$ cat config.mk
export PLATFORM = sky130hd
export DESIGN_NAME = hi_sniffer_agg
export DESIGN_NICKNAME = d
export VERILOG_FILES = /design/src/rtl/hi_sniffer_agg.sv
export SDC_FILE = /design/constraint.sdc
export NUM_CORES = 1
export LEC_CHECK = 0
export ABC_AREA = 1
export BUFFER_PORTS_ARGS = -buffer_cell sky130_fd_sc_hd__buf_2
export CAP_MARGIN = 10
export CORE_MARGIN = 5
export CORE_UTILIZATION = 60
export DETAILED_ROUTE_END_ITERATION = 10
export MAX_ROUTING_LAYER = met4
export PLACE_DENSITY_LB_ADDON = 0.25
export SLEW_MARGIN = 20
export SYNTH_ARGS = -nofsm -noshare
export SYNTH_HDL_FRONTEND = slang
export SYNTH_SLANG_ARGS = --single-unit
$ cat constraint.sdc
create_clock -name ck_1356meg -period 3.6 [get_ports ck_1356meg]
set_input_delay 0.36 -clock ck_1356meg [delete_from_list [all_inputs] [get_ports ck_1356meg]]
set_output_delay 0.36 -clock ck_1356meg [all_outputs]
set_load 0.02 [all_outputs]
$ cat src/rtl/hi_sniffer_agg.sv
`default_nettype none
// ============================================================================
// Module      : hi_sniffer_agg
// Description : HF sniffer front end. Samples the ADC once per ssp_clk cycle
//               and serialises one word per SSP frame to the ARM, LSB first.
//               The frame length is 2^FRAME_LEN_LOG2 slots. Each word is the
//               raw sample, or the max, min or average of the previous frame.
//               Streaming starts once enabled and adc_d reaches trig_level.
//               The field driver outputs are always off.
// Ports       : ck_1356meg  - 13.56 MHz clock, the only clock
//               reset       - asynchronous, active-high reset
//               adc_d       - ADC sample
//               enable      - sniffer enable, synchronous to ssp_clk
//               mode        - 00 raw, 01 max, 10 min, 11 avg
//               trig_level  - start threshold (0 = start immediately)
//               adc_clk     - ADC clock (= ck_1356meg)
//               ssp_clk     - SSP clock (= ~ck_1356meg)
//               ssp_din     - serial data, LSB first
//               ssp_frame   - high for slot 0 of each frame
//               streaming   - high while in the STREAM state
//               pwr_*       - field driver controls, tied low
// Options     : HI_SNIFF_SEQ_TAG_EN - puts a TAG_W-bit frame sequence number
//               in word bits [ADC_W+TAG_W-1:ADC_W]
// Revision    : 1.0 - initial release
// ============================================================================
module hi_sniffer_agg #(
  parameter int ADC_W          = 8,
  parameter int FRAME_LEN_LOG2 = 3,
  parameter int TAG_W          = 4
) (
  input  logic             ck_1356meg,
  input  logic             reset,
  input  logic [ADC_W-1:0] adc_d,
  input  logic             enable,
  input  logic [1:0]       mode,
  input  logic [ADC_W-1:0] trig_level,
  output logic             adc_clk,
  output logic             ssp_clk,
  output logic             ssp_din,
  output logic             ssp_frame,
  output logic             streaming,
  output logic             pwr_lo,
  output logic             pwr_hi,
  output logic             pwr_oe1,
  output logic             pwr_oe2,
  output logic             pwr_oe3,
  output logic             pwr_oe4
);

  localparam int c_FRAME_LEN = 1 << FRAME_LEN_LOG2;
  localparam int c_SUM_W     = ADC_W + FRAME_LEN_LOG2;
  localparam logic [FRAME_LEN_LOG2-1:0] c_CNT_LAST = '1;

  // Parameter sanity checks, evaluated at elaboration.
  generate
    if (c_FRAME_LEN < ADC_W) begin : g_len_chk
      $error("hi_sniffer_agg: 2^FRAME_LEN_LOG2 must be >= ADC_W");
    end
`ifdef HI_SNIFF_SEQ_TAG_EN
    if (c_FRAME_LEN < ADC_W + TAG_W) begin : g_tag_chk
      $error("hi_sniffer_agg: 2^FRAME_LEN_LOG2 must be >= ADC_W+TAG_W");
    end
`else
    if (TAG_W < 1) begin : g_tagw_chk
      $error("hi_sniffer_agg: TAG_W must be >= 1");
    end
`endif
  endgenerate

  typedef enum logic [1:0] {
    ST_IDLE   = 2'd0,
    ST_ARMED  = 2'd1,
    ST_STREAM = 2'd2
  } state_t;

  state_t                      r_state;
  state_t                      w_state_nxt;
  logic [FRAME_LEN_LOG2-1:0]   r_cnt;
  logic [c_FRAME_LEN-1:0]      r_shreg;
  logic                        r_frame;
  logic                        r_win_vld;
  logic [ADC_W-1:0]            r_max;
  logic [ADC_W-1:0]            r_min;
  logic [c_SUM_W-1:0]          r_sum;
  logic [ADC_W-1:0]            w_result;
  logic [c_FRAME_LEN-1:0]      w_word;
  logic                        w_streaming;
`ifdef HI_SNIFF_SEQ_TAG_EN
  logic [TAG_W-1:0]            r_tag;
`endif

  // Clock passthrough and field driver off.
  assign adc_clk   = ck_1356meg;
  assign ssp_clk   = ~ck_1356meg;
  assign ssp_din   = r_shreg[0];
  assign ssp_frame = r_frame;
  assign streaming = w_streaming;
  assign pwr_lo    = 1'b0;
  assign pwr_hi    = 1'b0;
  assign pwr_oe1   = 1'b0;
  assign pwr_oe2   = 1'b0;
  assign pwr_oe3   = 1'b0;
  assign pwr_oe4   = 1'b0;

  // State register; everything advances on posedge ssp_clk.
  always_ff @(negedge ck_1356meg or posedge reset) begin
    if (reset) begin
      r_state <= ST_IDLE;
    end else begin
      r_state <= w_state_nxt;
    end
  end

  // Next-state logic. A disabled stream leaves only at the frame wrap, so
  // the frame in flight always completes.
  always_comb begin
    w_state_nxt = r_state;
    w_streaming = 1'b0;
    case (r_state)
      ST_IDLE: begin
        if (enable) w_state_nxt = ST_ARMED;
      end
      ST_ARMED: begin
        if (!enable)                 w_state_nxt = ST_IDLE;
        else if (adc_d >= trig_level) w_state_nxt = ST_STREAM;
      end
      ST_STREAM: begin
        w_streaming = 1'b1;
        if ((r_cnt == c_CNT_LAST) && !enable) w_state_nxt = ST_IDLE;
      end
      default: w_state_nxt = ST_IDLE;
    endcase
  end

  // Word for the frame starting now. Aggregate modes report the window
  // gathered over the previous frame; before one exists they report 0.
  always_comb begin
    w_result = '0;
    case (mode)
      2'b00: w_result = adc_d;
      2'b01: w_result = r_win_vld ? r_max : '0;
      2'b10: w_result = r_win_vld ? r_min : '0;
      2'b11: w_result = r_win_vld ? r_sum[c_SUM_W-1:FRAME_LEN_LOG2] : '0;
      default: w_result = '0;
    endcase
    w_word = '0;
    w_word[ADC_W-1:0] = w_result;
`ifdef HI_SNIFF_SEQ_TAG_EN
    w_word[ADC_W+TAG_W-1:ADC_W] = r_tag;
`endif
  end

  // Datapath: slot counter, shift register, frame marker and window.
  always_ff @(negedge ck_1356meg or posedge reset) begin
    if (reset) begin
      r_cnt     <= '0;
      r_shreg   <= '0;
      r_frame   <= 1'b0;
      r_win_vld <= 1'b0;
      r_max     <= '0;
      r_min     <= '0;
      r_sum     <= '0;
`ifdef HI_SNIFF_SEQ_TAG_EN
      r_tag     <= '0;
`endif
    end else if (r_state == ST_STREAM) begin
      r_cnt <= r_cnt + 1'b1;
      if (r_cnt == '0) begin
        r_shreg   <= w_word;
        r_frame   <= 1'b1;
        r_win_vld <= 1'b1;
        // Slot-0 sample seeds the new window.
        r_max     <= adc_d;
        r_min     <= adc_d;
        r_sum     <= {{FRAME_LEN_LOG2{1'b0}}, adc_d};
`ifdef HI_SNIFF_SEQ_TAG_EN
        r_tag     <= r_tag + 1'b1;
`endif
      end else begin
        r_shreg <= {1'b0, r_shreg[c_FRAME_LEN-1:1]};
        r_frame <= 1'b0;
        if (adc_d > r_max) r_max <= adc_d;
        if (adc_d < r_min) r_min <= adc_d;
        r_sum   <= r_sum + {{FRAME_LEN_LOG2{1'b0}}, adc_d};
      end
    end else begin
      // IDLE / ARMED: quiet outputs, empty window, tag restarts at 0.
      r_cnt     <= '0;
      r_shreg   <= '0;
      r_frame   <= 1'b0;
      r_win_vld <= 1'b0;
      r_max     <= '0;
      r_min     <= '0;
      r_sum     <= '0;
`ifdef HI_SNIFF_SEQ_TAG_EN
      r_tag     <= '0;
`endif
    end
  end

endmodule
`default_nettype wire

==> Word level (Yosys, flattened, before mapping) <==
Index checks and enable logic that the tools add are counted.
Widths: inputs -> output; s select.
{ "totals": {"ff_bits": 42, "output_inout_bits": 11, "word_cells": 57} }
{ "classes": {"addsub": 2, "n_lt_le_gt_ge": 3, "eq_ne": 12, "mux": 25, "bitwise_logic": 1, "n_reduce_logical": 6} }
{ "ops": {"columns": ["cell", "n"], "rows": [
  ["$mux 8", 11],
  ["$pmux 8 s4", 1],
  ["$mux 11", 2],
  ["$add 11x8->11", 1],
  ["$ge 8x8->1", 1],
  ["$gt 8x8->1", 1],
  ["$lt 8x8->1", 1],
  ["$mux 2", 4],
  ["$eq 2x2->1 const B", 3],
  ["$ne 3x1->1 const B", 2],
  ["$pmux 2 s3", 1],
  ["$mux 1", 5],
  ["$eq 2x1->1 const B", 2],
  ["$logic_not 2->1", 2],
  ["$ne 2x2->1 const B", 2],
  ["$add 3x1->3 const B", 1],
  ["$eq 3x3->1 const B", 1],
  ["$logic_not 3->1", 1],
  ["$mux 3", 1],
  ["$ne 3x3->1 const B", 1],
  ["$reduce_and 3->1", 1],
  ["$ne 2x1->1 const B", 1],
  ["$logic_and 1x1->1", 1],
  ["$logic_not 1->1", 1],
  ["$not 1->1", 1]
]} }

==> Depth between registers and ports, before layout <==
Gate-level depths: netlist of run 1.
{ "logic_depth": {"ltp_word": 4, "depth_mapped": 13} }

==> qor.yml, run 1 <==
power_density_nw_per_um2: 525
netlist-cell-type-count: 34
reg2reg_depth: 11
placement.io_buffers: 25
final.hold.worst_slack_ps: 387
path_class: "register to output pin"
yosys_warnings: 0
synth_top_area_cell: "sky130_fd_sc_hd__dfrtn_1"
clock-skew-final_ps: 4.31
timing.slew.headroom_pct: 61.6
syn-mean-instance-area_um2: 7.22
antenna_cells: 0
initial_core_util_pct: 62.0
setup-violations-final: 0
asyncSetResetFlopFracSynth_pct: 100
yosys_top_cell_area_share_pct: 33.2
finalHoldViolations: 0
number_of_setup_buffers_added_after_cts: 0
first_pass_iters: 5
drv_cap: 0
clk_latency_ps: 420
global_route_wire_length_before_repair_um: 13200
core_um2: 5110
dr.first_iter.drc_count: 232
final-max-slew-violation-count: 0
number_of_global_route_vias_before_repair: 2852
vias: 2943
leakage_nw: 2.02
grt_setup_unrepaired: "false"
synth.ff_latch_count: 42
floorplan.die_area_um2: 6830
tritoncts: "yes"
postRouteAntennaNets: 0
hold_path_class: "register to register"
synth.top_cells.by_area: "sky130_fd_sc_hd__dfrtn_1 (33%), sky130_fd_sc_hd__nand2_1 (14%), sky130_fd_sc_hd__ha_1 (13%)"
place_worst_setup_slack_ps: -147
worst_setup_hold_path_clk_slew_ps: 50
syn_to_final_growth_pct: 11.1
num_io_pins: 32
timing.critical_path.arrival_ps: 3170
cts.hold.buffers_added: 0
run_status: "complete, no violations"
path_max_fanout: 16
critical_path_required_ps: 3240
die_width_um: 82.6
whs_path_depth: 1
drive_above_1_share_pct: 14.5
start_kind: "register"
area_of_the_mapped_netlist_um2: 3160
nature_of_the_critical_path_endpoint: "output pin"
synthCells: 438
std_cell_rows: 26
dpl.hpwl_um: 5920
synth.top_cells.by_count: "sky130_fd_sc_hd__nand2_1 (117), sky130_fd_sc_hd__inv_1 (74), sky130_fd_sc_hd__nand3_1 (54)"
vdd_drop_max_mv: 0.412
die_height_um: 82.6
ys_flop_type: "sky130_fd_sc_hd__dfrtn_1"
tightest_slew_ps: 576
grt_start_max_net_pins: 43
drt_wl_total_um: 7880
grt.overflow.total: 0
grt.total_usage_pct: 26.6
yosys.cell_count.top_type: "sky130_fd_sc_hd__nand2_1"
post_synth_edffs: 0
detail_route.wl_per_cell_um: 14.4
finish.net_count: 532
initial_antenna_violation_count: 0
drcViolationCount: 0
fin_ws_ps: 74.7
ctsResizeCount: 0
seq_area_frac_synth_pct: 33.2
post_detailed_route_via_to_cell_ratio: 5.39
routabilityCongestion: 0.905
## sequential cells by signal (all words and copies together) (netlist names)
name and cells:
r_cnt 3, r_max 8, r_min 8, r_shreg 8, r_state 2, r_sum 11, r_win_vld 1, ssp_frame 1
## worst paths after layout
check / endpoint / startpoint / slack, ps
min: r_cnt[0]$_DFF_NP0_ / r_cnt[0]$_DFF_NP0_ / 390
max reg2reg: r_sum[10]$_DFF_NP0_ / r_sum[0]$_DFF_NP0_ / 1670
max in group asynchronous: r_sum[2]$_DFF_NP0_ / reset / 1440
min in group asynchronous: r_shreg[0]$_DFF_NP0_ / reset / 1760
max: streaming / r_state[1]$_DFFE_NP0P_ / 70
min reg2reg: r_cnt[0]$_DFF_NP0_ / r_cnt[0]$_DFF_NP0_ / 390
## logic make-up after synthesis
group / count (synthesis) / share of synthesized area (%)
and+or+nand+nor: 221 / 31.8
buffers and inverters: 94 / 13.0
AOI/OAI and AO/OA: 45 / 7.87
DFF: 42 / 33.2
adders and majority gates: 35 / 14.1
other: 1 / 0.119
## per-stage QoR
stage	power [mW]	cells	area (um2)	TNS [ps]	utilization (%)
6_report	1.85	546	3510	0	68.8
5_1_grt	1.99	546	3510	0	68.8
4_1_cts	1.84	546	3510	0	68.6
3_5_place_dp	1.45	536	3390	-378	66.3
3_3_place_gp	1.43	536	3390	-289	66.3
2_1_floorplan	1.25	443	3180	0	-
## cells in the final DEF (no fill, tap or decap), types with 2 or more instances in the layout
cell type	synthesis	routed
sky130_fd_sc_hd__nand4_1	2	2
sky130_fd_sc_hd__o21ai_0	8	8
sky130_fd_sc_hd__nor2_1	32	32
sky130_fd_sc_hd__ha_1	34	34
sky130_fd_sc_hd__inv_2	6	7
sky130_fd_sc_hd__nor2_8	2	2
sky130_fd_sc_hd__buf_4	8	10
sky130_fd_sc_hd__dfrtn_1	42	42
sky130_fd_sc_hd__nand2_1	117	117
sky130_fd_sc_hd__nand2_4	3	2
sky130_fd_sc_hd__inv_1	74	73
sky130_fd_sc_hd__nand3b_1	2	2
sky130_fd_sc_hd__a21oi_1	21	21
sky130_fd_sc_hd__conb_1	1	6
sky130_fd_sc_hd__buf_2	2	25
sky130_fd_sc_hd__nand3_1	54	54
sky130_fd_sc_hd__a21oi_2	2	2
sky130_fd_sc_hd__clkbuf_8	0	8
sky130_fd_sc_hd__nand2_2	2	2
sky130_fd_sc_hd__nor2_4	3	3
sky130_fd_sc_hd__o21ai_1	7	7
## worst max-delay path, cell delays in order (launching register included)
cell	delay, ps
sky130_fd_sc_hd__dfrtn_1	520
sky130_fd_sc_hd__nand2_8	150
sky130_fd_sc_hd__inv_2	110
sky130_fd_sc_hd__buf_2	160
## cell type report
class	instances	area, um2
Clock buffer	10	120
Inverter	80	303
Fill cell	443	1590
Tap cell	70	87.6
Timing Repair Buffer	34	210
Multi-Input combinational cell	307	1730
Clock inverter	3	12.5
Sequential cell	42	1050
## layer usage
layer  wire, um  GRT usage (%)  part of all wire (%)  vias up
met5          0              -                     0        -
met4        171           9.15                   2.2        0
met3        476           3.80                   6.0       21
met2       3880           44.8                    49      111
met1       3360           32.8                    43     1360
li1           -              -                     -     1451
## power by group
group          switching (mW)  total [mW]  internal, mW  leakage [nW]
Sequential              0.101       0.675         0.575         0.576
Combinational           0.481       0.737         0.256          1.37
Clock                   0.217       0.434         0.217        0.0762
Total                   0.798        1.85          1.05          2.02
(Power assumes the default switching activity.)
==> run 2: changes to the inputs <==
--- a/config.mk
+++ b/config.mk
@@ -13,6 +13,7 @@
 export DETAILED_ROUTE_END_ITERATION = 10
 export MAX_ROUTING_LAYER = met4
 export PLACE_DENSITY_LB_ADDON = 0.25
+export REMOVE_ABC_BUFFERS = 1
 export SLEW_MARGIN = 20
 export SYNTH_ARGS = -nofsm -noshare
 export SYNTH_HDL_FRONTEND = slang
==> qor.yml, run 2 (same netlist as run 1, synthesis figures left out) <==
path_max_fanout: 3  # -13
filler_instances: 449  # +1.4%
grt.overflow.total: 0  # unchanged
die_height_um: 82.6  # unchanged
ctsResizeCount: 0  # unchanged
power.total_mw: 1.90  # +2.8%
drt_wl_total_um: 7790  # -1.2%
finalHoldViolations: 0  # unchanged
setup-violations-final: 0  # unchanged
finalNonFillerCells: 552  # +1.1%
power_density_nw_per_um2: 534  # +1.7%
clock-skew-final_ps: 4.14  # -0.165 ps
hold_path_class: "register to register"
dr.first_iter.drc_count: 266  # +15%
path_class: "register to output pin"
number_of_setup_buffers_added_after_cts: 0  # unchanged
placement.io_buffers: 25  # unchanged
grt.total_usage_pct: 26.0  # -0.59 points
critical_path_required_ps: 3240  # about the same
tightest_slew_ps: 600  # +24.4 ps
route.layer.met1.wl_um: 3420  # +1.8%
layout.cells.most_common_list: "sky130_fd_sc_hd__nand2_1 (117), sky130_fd_sc_hd__inv_1 (74), sky130_fd_sc_hd__nand3_1 (54), sky130_fd_sc_hd__dfrtn_1 (42), sky130_fd_sc_hd__ha_1 (34)"
finalSetupTns_ps: 0  # unchanged
routabilityCongestion: 0.884  # -2.2%
first_pass_iters: 5  # unchanged
leakage_nw: 2.05  # +1.7%
num_io_pins: 32  # unchanged
drcViolationCount: 0  # unchanged
path_delay_family: "flip-flops"
finish.net_count: 537  # +0.94%
met3RoutedLength_um: 551  # +16%
nature_of_the_critical_path_endpoint: "output pin"
syn_to_final_growth_pct: 12.3
postRouteAntennaNets: 0  # unchanged
grt_setup_unrepaired: "false"
worst_setup_hold_path_clk_slew_ps: 50  # about the same
place.detailed.instances: 541  # +0.93%
core_um2: 5110  # unchanged
drv_cap: 0  # unchanged
ff2ff_setup_slack_ps: 1680  # about the same
register_ranked_first_by_flip_flop_count: "r_sum"
mostFrequentLayoutCell: "sky130_fd_sc_hd__nand2_1"
rr_endpoint: "r_sum[10]$_DFF_NP0_"
grt_start_max_net_pins: 43  # unchanged
post_detailed_route_via_to_cell_ratio: 5.23  # -3.0%
clk_latency_ps: 420  # about the same
dpl.hpwl_um: 5780  # -2.4%
met2_wirelength_um: 3620  # -6.6%
std_cell_rows: 26  # unchanged
timing.critical_path.cells: "nand2_4, inv_1, buf_2"
vdd_drop_max_mv: 0.440  # +6.7%
critPathBufInv: 2  # unchanged
start_kind: "register"
global_route_wire_length_before_repair_um: 12900  # -2.2%
cts.hold.buffers_added: 0  # unchanged
min_from: "r_cnt[0]$_DFF_NP0_"
highest-signal-layer: "met4"
max_stage_delay_ps: 480  # -40 ps
initial_core_util_pct: 62.0  # unchanged
initial_antenna_violation_count: 0  # unchanged
timing.critical_path.arrival_ps: 3030  # -140 ps
utilization_pct: 69.6  # +0.76 points
run_status: "complete, no violations"
number_of_global_route_vias_before_repair: 2781  # -2.5%
tritoncts: "yes"
whs_path_depth: 1  # unchanged
worst_hold_path.endpoint: "r_cnt[0]$_DFF_NP0_"
final-max-slew-violation-count: 0  # unchanged
antenna_cells: 0  # unchanged
r2r_start: "r_sum[0]$_DFF_NP0_"
floorplan.die_area_um2: 6830  # unchanged
reg2reg_depth: 11  # unchanged
drive_above_1_share_pct: 15.4  # +0.86 points
timing.slew.headroom_pct: 60.0  # -1.6 points
die_width_um: 82.6  # unchanged
detail_route.wl_per_cell_um: 14.1  # -2.3%
vias: 2886  # -1.9%
worst_path_slowest_cell: "sky130_fd_sc_hd__dfrtn_1"
largest_register_ff_count: 11  # unchanged
==> run 2: cell types whose count changed in the layout (fill, tap and decap cells not counted) <==
cell / before / now
sky130_fd_sc_hd__buf_4: 10 / 16
sky130_fd_sc_hd__clkbuf_8: 8 / 10
sky130_fd_sc_hd__buf_12: 1 / 0
sky130_fd_sc_hd__clkbuf_1: 0 / 1
sky130_fd_sc_hd__clkinv_1: 1 / 0
sky130_fd_sc_hd__clkinv_2: 1 / 0
sky130_fd_sc_hd__inv_1: 73 / 74
sky130_fd_sc_hd__inv_2: 7 / 6
sky130_fd_sc_hd__nand2_4: 2 / 3
sky130_fd_sc_hd__nand2_8: 1 / 0
==> run 2: area by class of cell <==
| type | count | area (um2) | share of cell area (%) |
|---|---|---|---|
| multi-input cells | 307 | 1720 | 48.5 |
| flip-flops and latches | 42 | 1050 | 29.6 |
| inverters | 80 | 303 | 8.52 |
| repair buffers | 39 | 235 | 6.62 |
| clock buffers | 13 | 151 | 4.26 |
| well taps | 70 | 87.6 | 2.46 |
| clock inverters | 1 | 3.75 | 0.106 |
==> run 2: layer usage <==
layer,up-vias,track usage (%)
met4,0,9.64
li1,1461,-
met5,-,-
met2,105,39.7
met3,20,5.10
met1,1300,34.4
==> run 2: worst reg2reg max path: cells and delay by family (launching register included) <==
kind / cells / cell delay (ps)
simple gates: 6 / 470
compound gates: 1 / 190
flops: 1 / 390
buf+inv: 2 / 150
fa+ha+maj: 2 / 570
==> run 2: worst max-delay path by stage <==
stage                                       from                   to  depth (start not counted)  slack [ps]
after floorplan                         adc_d[0]  r_sum[10]$_DFF_NP0_                         11         120
after detailed placement                adc_d[0]  r_sum[10]$_DFF_NP0_                         12        -160
after CTS                 r_state[1]$_DFFE_NP0P_            streaming                          3         210
final                     r_state[1]$_DFFE_NP0P_            streaming                          3         210
after global routing                    adc_d[0]  r_sum[10]$_DFF_NP0_                         12          10
after global placement                  adc_d[0]  r_sum[10]$_DFF_NP0_                         12        -120
==> run 2: stage by stage <==
step / worst slack, ps / hold slack, ps / cell area (um2)
finish: 213 / 381 / 3550
global route: 9.50 / 436 / 3550
CTS: 210 / 384 / 3550
detailed placement: -161 / 383 / 3410
global placement: -117 / 380 / 3410
floorplan: 120 / 360 / 3080
==> run 2: report_power, final <==
part           switching, mW  total [mW]  leakage, nW  internal [mW]
Clock                  0.226       0.489       0.0863          0.263
Combinational          0.478       0.742         1.39          0.263
Sequential            0.0925       0.667        0.576          0.574
